--- config.mk ---
export PLATFORM = sky130hd
export DESIGN_NAME = traffic_light_rr
export DESIGN_NICKNAME = d
export VERILOG_FILES = /design/src/rtl/traffic_light_rr_pkg.sv /design/src/rtl/traffic_light_rr_pick.sv /design/src/rtl/traffic_light_rr.sv
export SDC_FILE = /design/constraint.sdc
export NUM_CORES = 1
export LEC_CHECK = 0
export ABC_AREA = 1
export BUFFER_PORTS_ARGS = -buffer_cell sky130_fd_sc_hd__buf_2
export CAP_MARGIN = 5
export CELL_PAD_IN_SITES_DETAIL_PLACEMENT = 0
export CELL_PAD_IN_SITES_GLOBAL_PLACEMENT = 1
export CORE_MARGIN = 2
export CORE_UTILIZATION = 45
export DETAILED_ROUTE_END_ITERATION = 7
export PLACE_DENSITY = 0.93
export SLEW_MARGIN = 20
export SYNTH_ARGS = -nofsm -noshare
export SYNTH_HDL_FRONTEND = slang
export SYNTH_SLANG_ARGS = --single-unit
--- constraint.sdc ---
create_clock -name clk -period 2.95 [get_ports clk]
set_input_delay 0.7375 -clock clk [delete_from_list [all_inputs] [get_ports clk]]
set_output_delay 0.7375 -clock clk [all_outputs]
set_load 0.02 [all_outputs]
--- src/rtl/traffic_light_rr_pkg.sv ---
// -----------------------------------------------------------------------------
// traffic_light_rr_pkg
// Shared definitions for the N-approach round-robin traffic-light controller.
//   phase_e  : phase encodings driven on the 'phase' output
//              (PH_GREEN=0, PH_YELLOW=1, PH_ALLRED=2)
//   idx_w    : width of an approach index for a given approach count
//   wrap_add : (base + k) modulo n, valid for 0 <= base,k < n
// -----------------------------------------------------------------------------
package traffic_light_rr_pkg;

    typedef enum logic [1:0] {
        PH_GREEN  = 2'd0,
        PH_YELLOW = 2'd1,
        PH_ALLRED = 2'd2
    } phase_e;

    // A single approach still needs a 1-bit index, so clamp the $clog2 result.
    function automatic int idx_w(input int n);
        return (n < 2) ? 1 : $clog2(n);
    endfunction

    function automatic int wrap_add(input int base, input int k, input int n);
        int s;
        s = base + k;
        return (s >= n) ? (s - n) : s;
    endfunction

endpackage

--- src/rtl/traffic_light_rr_pick.sv ---
// -----------------------------------------------------------------------------
// rr_pick
// Combinational round-robin finder. Returns the first asserted request found
// searching base+1, base+2, ... base-1 (wrapping). The base position itself is
// never selected.
//   req_i   [N_DIR]  request vector
//   base_i  [IDX_W]  current owner; search starts just after it
//   idx_o   [IDX_W]  chosen approach (0 when nothing found)
//   found_o [1]      at least one request other than base_i
// -----------------------------------------------------------------------------
module rr_pick
    import traffic_light_rr_pkg::*;
#(
    parameter int N_DIR = 4,
    localparam int IDX_W = idx_w(N_DIR)
) (
    input  logic [N_DIR-1:0] req_i,
    input  logic [IDX_W-1:0] base_i,
    output logic [IDX_W-1:0] idx_o,
    output logic             found_o
);

    logic [IDX_W-1:0] cand;

    // Walk from the farthest offset toward the nearest so that the nearest
    // requester is the last one written and therefore wins.
    always_comb begin
        idx_o   = '0;
        found_o = 1'b0;
        cand    = '0;
        for (int k = N_DIR - 1; k >= 1; k--) begin
            cand = IDX_W'(wrap_add(int'(base_i), k, N_DIR));
            if (req_i[cand]) begin
                idx_o   = cand;
                found_o = 1'b1;
            end
        end
    end

endmodule

--- src/rtl/traffic_light_rr.sv ---
// -----------------------------------------------------------------------------
// traffic_light_rr
// N-approach intersection controller with round-robin service, min/max green,
// programmable yellow and all-red clearance, and emergency preemption.
//   clk           in   1      system clock, rising edge
//   reset         in   1      asynchronous, active-low
//   sensor        in   N_DIR  vehicle present per approach
//   preempt_valid in   1      emergency request
//   preempt_dir   in   IDX_W  approach to force green
//   green         out  N_DIR  green lamp per approach (registered)
//   yellow        out  N_DIR  yellow lamp per approach (registered)
//   red           out  N_DIR  red lamp per approach (registered)
//   cur_dir       out  IDX_W  approach owning the current phase
//   phase         out  2      PH_GREEN / PH_YELLOW / PH_ALLRED
// -----------------------------------------------------------------------------
module traffic_light_rr
    import traffic_light_rr_pkg::*;
#(
    parameter int N_DIR       = 4,
    parameter int T_MIN_GREEN = 5,
    parameter int T_MAX_GREEN = 20,
    parameter int T_YELLOW    = 3,
    parameter int T_ALL_RED   = 1,
    parameter int CNT_W       = 8,
    localparam int IDX_W = idx_w(N_DIR)
) (
    input  logic             clk,
    input  logic             reset,
    input  logic [N_DIR-1:0] sensor,
    input  logic             preempt_valid,
    input  logic [IDX_W-1:0] preempt_dir,
    output logic [N_DIR-1:0] green,
    output logic [N_DIR-1:0] yellow,
    output logic [N_DIR-1:0] red,
    output logic [IDX_W-1:0] cur_dir,
    output logic [1:0]       phase
);

    // Timer thresholds are "duration minus one" because the timer reads 0 on
    // the first cycle of a phase.
    localparam logic [CNT_W-1:0] MIN_LAST = CNT_W'(T_MIN_GREEN - 1);
    localparam logic [CNT_W-1:0] MAX_LAST = CNT_W'(T_MAX_GREEN - 1);
    localparam logic [CNT_W-1:0] YEL_LAST = CNT_W'(T_YELLOW - 1);
    localparam logic [CNT_W-1:0] AR_LAST  = CNT_W'((T_ALL_RED > 0) ? (T_ALL_RED - 1) : 0);
    localparam logic [N_DIR-1:0] LANE0    = N_DIR'(1);

    phase_e           phase_q, phase_d;
    logic [CNT_W-1:0] timer_q, timer_d;
    logic [IDX_W-1:0] cur_q, cur_d;
    logic [IDX_W-1:0] nxt_q, nxt_d;
    logic [N_DIR-1:0] green_q, green_d;
    logic [N_DIR-1:0] yellow_q, yellow_d;
    logic [N_DIR-1:0] red_q, red_d;

    logic [IDX_W-1:0] pick_idx;
    logic             other_req;
    logic             pre_ok;

    // The picker never returns the base lane, so 'found' is exactly
    // "some approach other than the current one is requesting".
    rr_pick #(
        .N_DIR (N_DIR)
    ) u_pick (
        .req_i   (sensor),
        .base_i  (cur_q),
        .idx_o   (pick_idx),
        .found_o (other_req)
    );

    // Out-of-range preemption targets are treated as no request at all.
    assign pre_ok = preempt_valid && (int'(preempt_dir) < N_DIR);

    // Next-state logic. Lamps are decoded from the *next* phase/owner so the
    // registered lamps line up with phase/cur_dir in the same cycle.
    always_comb begin
        phase_d = phase_q;
        cur_d   = cur_q;
        nxt_d   = nxt_q;

        unique case (phase_q)
            PH_GREEN: begin
                if (pre_ok && (preempt_dir != cur_q)) begin
                    phase_d = PH_YELLOW;
                    nxt_d   = preempt_dir;
                end else if (pre_ok) begin
                    phase_d = PH_GREEN;
                end else if (other_req && (timer_q >= MIN_LAST) &&
                             (!sensor[cur_q] || (timer_q >= MAX_LAST))) begin
                    phase_d = PH_YELLOW;
                    nxt_d   = pick_idx;
                end
            end
            PH_YELLOW: begin
                if (pre_ok) begin
                    nxt_d = preempt_dir;
                end
                if (timer_q >= YEL_LAST) begin
                    if (T_ALL_RED == 0) begin
                        phase_d = PH_GREEN;
                        cur_d   = nxt_d;
                    end else begin
                        phase_d = PH_ALLRED;
                    end
                end
            end
            PH_ALLRED: begin
                if (pre_ok) begin
                    nxt_d = preempt_dir;
                end
                if (timer_q >= AR_LAST) begin
                    phase_d = PH_GREEN;
                    cur_d   = nxt_d;
                end
            end
            default: begin
                phase_d = PH_GREEN;
            end
        endcase

        // Restart on any phase change, otherwise count up and stick at max.
        if (phase_d != phase_q) begin
            timer_d = '0;
        end else if (timer_q != '1) begin
            timer_d = timer_q + CNT_W'(1);
        end else begin
            timer_d = timer_q;
        end

        green_d  = '0;
        yellow_d = '0;
        red_d    = '1;
        if (phase_d == PH_GREEN) begin
            green_d[cur_d] = 1'b1;
            red_d[cur_d]   = 1'b0;
        end else if (phase_d == PH_YELLOW) begin
            yellow_d[cur_d] = 1'b1;
            red_d[cur_d]    = 1'b0;
        end
    end

    // State and lamp registers; reset drops straight back to lane 0 green.
    always_ff @(posedge clk or negedge reset) begin
        if (!reset) begin
            phase_q  <= PH_GREEN;
            timer_q  <= '0;
            cur_q    <= '0;
            nxt_q    <= '0;
            green_q  <= LANE0;
            yellow_q <= '0;
            red_q    <= ~LANE0;
        end else begin
            phase_q  <= phase_d;
            timer_q  <= timer_d;
            cur_q    <= cur_d;
            nxt_q    <= nxt_d;
            green_q  <= green_d;
            yellow_q <= yellow_d;
            red_q    <= red_d;
        end
    end

    assign green   = green_q;
    assign yellow  = yellow_q;
    assign red     = red_q;
    assign cur_dir = cur_q;
    assign phase   = phase_q;

endmodule

### Word level (Yosys, flattened, before mapping)

Index checks and enable logic that the tools add are counted.

| word-level totals | value |
|---|---|
| bits in latches | 0 |
| memories | 0 |
| RAM bits | 0 |
| output and inout port bits | 16 |
| memory bits (read-only) | 0 |
| bits of input ports | 9 |
| register bits | 26 |

| operators by class | value |
|---|---|
| $lt $le $gt $ge | 13 |
| divide/modulo/power cells | 0 |
| muxes and demuxes | 39 |
| multipliers | 0 |
| shifts and indexed selects | 0 |
| bitwise gates (word level) | 1 |
| add/subtract/negate cells | 7 |
| equality and inequality tests | 8 |
| reduce and logical (&&, ||, !) cells | 12 |

Operators by type and width:

| operator | count |
|---|---|
| 2-bit two-way mux | 17 |
| 4-bit two-way mux | 5 |
| 8-bit two-way mux | 2 |
| 2-bit by 3-bit < comparator with 1-bit output, second input constant | 5 |
| 3-bit >= comparator, second input constant | 3 |
| 8-bit by 1-bit adder with 8-bit output, second input constant | 1 |
| 1-bit binary-select mux with 2-bit select | 4 |
| 8-bit by 1-bit >= comparator with 1-bit output, second input constant | 1 |
| 8-bit by 2-bit >= comparator with 1-bit output, second input constant | 1 |
| 8-bit by 3-bit >= comparator with 1-bit output, second input constant | 1 |
| 8-bit by 5-bit >= comparator with 1-bit output, second input constant | 1 |
| 1-bit two-way mux | 8 |
| 8-bit inequality test, second input constant | 1 |
| 2-bit by 2-bit adder with 3-bit output, second input constant | 2 |
| 3-bit inequality test, second input constant | 2 |
| 2-bit case mux with 3 select lines | 1 |
| 2-bit by 1-bit subtractor with 2-bit output, second input constant | 3 |
| 2-bit by 1-bit == test with 1-bit output, second input constant | 2 |
| 1-bit logical AND | 4 |
| 2-bit zero test | 2 |
| 2-bit inequality test | 2 |
| 4-bit inverter | 1 |
| 2-bit case mux with 2 select lines | 1 |
| 2-bit nonzero test | 2 |
| other kinds (8) | 8 |

### Logic depth before layout (Yosys ltp)

| logic depth | value |
|---|---|
| word-level depth | 17 |
| gate-level depth with buffers | 13 |

### Hierarchy

From an unflattened synthesis, not the netlist that was laid out.

| unflattened totals | value |
|---|---|
| cell total of the unflattened synthesis | 209 |
| area total of the unflattened synthesis | 1564.0 µm² |

By module, submodules not included:

| module | cells an instance | times used | area each (µm²) |
|---|---|---|---|
| traffic_light_rr | 163 | 1 | 1353.8 |
| rr_pick | 46 | 1 | 210.2 |

### Worst setup path after synthesis

OpenSTA, ideal clock, no wires.

| path | value |
|---|---|
| path kind | input -> register |
| start point | in sensor[2] |
| end point | reg timer_q[2] |
| cell stages on the path | 10 |
| arrival time | 1.600 ns |
| setup time | 0.122 ns |
| slack | 1.228 ns |
| cells stage by stage | nand2_1 nand2_4 nor2_4 nand3_2 nand4_1 nand2_2 nand2_4 nand3_2 nand3_4 nor2_2 |

| between the ends | value |
|---|---|
| word-level cells in the longest chain between the ends | 13 |

RTL lines:

| element | RTL line | RTL |
|---|---|---|
| from (decl) | traffic_light_rr.sv:29 | `input logic [N_DIR-1:0] sensor,` |
| 1-bit binary-select mux with 2-bit select | traffic_light_rr_pick.sv:33 | `if (req_i[cand]) begin` |
| 1-bit two-way mux (implied by the code) | traffic_light_rr_pick.sv:33 |  |
| 1-bit two-way mux (3 in a row) | traffic_light_rr_pick.sv:33 |  |
| 1-bit logical AND | traffic_light_rr.sv:87 | `end else if (other_req && (timer_q >= MIN_LAST) &&` |
| 1-bit logical AND (*) | traffic_light_rr.sv:87 |  |
| 2-bit two-way mux (*) | traffic_light_rr.sv:87 |  |
| 2-bit two-way mux (*) | traffic_light_rr.sv:85 | `end else if (pre_ok) begin` |
| 2-bit two-way mux (*) | traffic_light_rr.sv:82 | `if (pre_ok && (preempt_dir != cur_q)) begin` |
| 2-bit case mux with 3 select lines (*) | traffic_light_rr.sv:80 | `unique case (phase_q)` |
| 2-bit inequality test (*) | traffic_light_rr.sv:121 | `if (phase_d != phase_q) begin` |
| 8-bit two-way mux or 2-bit nonzero test (tied branches) | - |  |
| to (signal assigned) | traffic_light_rr.sv:153 | `timer_q <= timer_d;` |
| to (decl) | traffic_light_rr.sv:48 | `logic [CNT_W-1:0] timer_q, timer_d;` |

Mark *: on every way between the ends. The rest lies on a longest branch, timed or not. The select of a mux whose other input is x is not followed.
A chain may end at the register's enable or synchronous reset.

### Final worst setup path

| path | value |
|---|---|
| start point | reg cur_q[0] (netlist: cur_dir[0]) |
| end point | out cur_dir[0] |

RTL lines:

| element | RTL line | RTL |
|---|---|---|
| from (decl) | traffic_light_rr.sv:49 | `logic [IDX_W-1:0] cur_q, cur_d;` |
| from (signal assigned) | traffic_light_rr.sv:154 | `cur_q <= cur_d;` |
| to (decl) | traffic_light_rr.sv:35 | `output logic [IDX_W-1:0] cur_dir,` |

No word-level cell between the ends.

==> reports/metrics.csv <==
stage,metric,value,unit
critical_path,crit start category,flip-flop,
placed_design,DP HPWL,2.319,mm
grt,global-route wire length before repair,5.106,mm
yosys,post-synthesis instance total,185,
critical_path,CP top delay family,flip-flops,
route,Remaining DRCs,0,
sta,Achievable Freq,505.6,MHz
yosys,Synth Cell Area,1555,µm²
clock_tree,PostCTS Resize Cnt,0,
power_and_ir_drop,LEAKAGE,0.9018,nW
clock_tree,"CTS clk-pin slew, worst paths",0.14,ns
route,Initial DRC Count,54,
route,Via-to-Cell Ratio,4.822,
yosys,syn nets,200,
critical_path,Worst Path Buf+Inv,1,
placed_design,gpl congestion,0.7939,
grt,largest net degree at the start of global routing,27,
clock_tree,clk buf depth,2,
yosys,post-synth top area share,35.40,%
sta,Clock Skews,0.005483,ns
power_and_ir_drop,PD cells,1109,nW/µm²
min_path,type of the most critical hold path,input port to async pin,
sta,hold slack,0.3671,ns
cells_and_area,layout cell share with drive strength beyond 1,32.08,%
yosys,asr flop ratio synth,100.0,%
yosys,ranking of synthesized cells by area,"dfrtp_1, nand2_1, dfstp_2",
die,Core Area,3337,µm²
sta,Final Hold Viols,0,
clock_tree,TritonCTS buffer count,3,
yosys,"count leader, synth",nand2_1,
critical_path,slowest CP cell,dfrtp_1,
cells_and_area,ANT cells,0,
route,total wire length,2.929,mm
sta,RSZ-0062 raised after global routing,no,
yosys,Seq cells post-synth,26,
clock_tree,root buf cell,clkbuf_4,
yosys,Post-synth EDFFs,0,
die,Die X-Extent,62.79,µm
sta,Final period util,67.05,%
cells_and_area,area delta synth->final,14.08,%
die,IO Pins,25,
route,Avg WL per Cell,11.35,µm
sta,setup violators final,0,
cells_and_area,final std cells w/o fill,258,
clock_tree,Setup Buffers After CTS,0,
sta,setup_tns,0,ns
flow_run,max_cap viols,0,
critical_path,Worst path depth,1,
yosys,Ys Warns,0,
die,Rows,21,
critical_path,Setup Crit Path Kind,flip-flop to output port,
clock_tree,CTS hold repair buffers,0,
power_and_ir_drop,VDD IR max,0.5724,mV
critical_path,worst-path maximum fanout,10,
grt,gr ovfl total,0,
critical_path,Worst EP arrival,1.24,ns
clock_tree,worst skew pair latency,0.33,ns
grt,initial antenna violation count,0,
cells_and_area,Final Util,53.17,%
grt,GRT Overall Usage,16.41,%
critical_path,R2R depth,5,
die,die area,3943,µm²
die,die height,62.79,µm
yosys,mean post-synth cell area,8.407,µm²
grt,vias in the first global route,1227,
route,ANT nets after route,0,
cells_and_area,Layout Nets,228,
die,Initial Util,46.61,%
critical_path,CP Data Required Time,2.21,ns
clock_tree,CTS tree,built,
placed_design,"worst slack, placed",0.9969,ns
sta,worst slew pin tran,0.5692,ns
yosys,Post-synth top cells,"nand2_1, dfrtp_1, inv_1",
sta,max_slew headroom,61.65,%
run_status,status,finished clean,
critical_path,"Critical Path, Cell by Cell",buf_2,
route,vias post-DR,1244,
yosys,largest area contributor in the netlist,dfrtp_1,
sta,final worst slack,0.9721,ns
placed_design,Inst Count DP,254,
yosys,post-synth cell types,27,
placed_design,# port buffers,24,
sta,final worst path period need,1.978,ns
clock_tree,Sink Count,26,
sta,Max Slew Vio Count,0,
clock_tree,number of H-tree levels,1,
critical_path,Critical Path End Type,output port,
route,TritonRoute pass-1 iters,4,
critical_path,max incr delay on CP,0.65,ns
yosys,"Seq/Total Area, Yosys",42.16,%
yosys,main flop type after synthesis,dfrtp_1,
routing by layer:
layer / wire length [µm] / track usage, %
met1: 1374 / 19.58
met2: 1435 / 29.97
met3: 74 / 1.802
met4: 44 / 6.667
met5: 0 / 0
state kept, by name, indices dropped and copies added, names as in the netlist:
signal / count
timer_q: 8
red: 4
cur_dir: 2
green: 4
yellow: 4
nxt_q: 2
phase: 2
final timing paths:
check                      startpoint    endpoint  slack, ns
min reg2reg                  nxt_q[0]    nxt_q[0]       0.51
max                        cur_dir[0]  cur_dir[0]       0.97
max reg2reg                  phase[0]   yellow[0]       1.08
min                             reset  timer_q[3]       0.37
min in group clk             nxt_q[0]    nxt_q[0]       0.51
max in group asynchronous       reset      red[1]       2.20
logic make-up after synthesis:
kind of cell             count (synthesis)  synth area share [%]
AND/OR/NAND/NOR                        103                 36.04
buffers and inverters                   26                 7.080
flip-flops                              26                 42.16
AO/OA/AOI/OAI                           17                 5.792
adder cells (fa/ha/maj)                  6                 4.827
XOR/XNOR                                 5                 2.816
multiplexers                             2                 1.287
per-stage QoR:
stage	instance area, µm²	total power, mW
2_1_floorplan	1555	1.488
3_3_place_gp	1722	1.715
3_5_place_dp	1722	1.742
4_1_cts	1774	1.988
5_1_grt	1774	2.147
6_report	1774	1.968
report_power, final:
part / internal (mW) / switching [mW] / total [mW]
registers: 0.496 / 0.107 / 0.603
clock network: 0.138 / 0.108 / 0.245
logic: 0.371 / 0.748 / 1.12
total: 1.00 / 0.963 / 1.97
layout make-up:
class	instances	area, µm²
Tap cell	46	57.56
Timing Repair Buffer	24	120.1
Clock buffer	3	22.52
Sequential cell	26	655.6
Clock inverter	1	30.03
Fill cell	345	1563
Inverter	25	98.84
Multi-Input combinational cell	133	789.5
cell usage in the layout (no fill, tap or decap):
cell | Yosys | final
nor2_1 | 13 | 13
o21ai_0 | 9 | 9
dfrtp_1 | 22 | 22
o21ai_1 | 1 | 1
inv_2 | 3 | 3
buf_2 | 0 | 24
nand4_1 | 3 | 3
nand3_2 | 5 | 5
nand3_1 | 14 | 14
a21oi_1 | 5 | 5
o211ai_1 | 1 | 1
dfstp_2 | 4 | 4
mux2i_1 | 2 | 2
xor2_1 | 3 | 3
inv_6 | 1 | 1
nand2_1 | 37 | 37
clkbuf_4 | 0 | 3
nor2_4 | 1 | 1
nand2_4 | 5 | 5
bufinv_16 | 0 | 1
nand2_2 | 9 | 9
nand3_4 | 1 | 1
o21bai_1 | 1 | 1
nor3_1 | 4 | 4
nor2_2 | 10 | 10
nor3_2 | 1 | 1
ha_1 | 6 | 6
xnor2_1 | 2 | 2
inv_1 | 21 | 21
(Power assumes the default switching activity.)
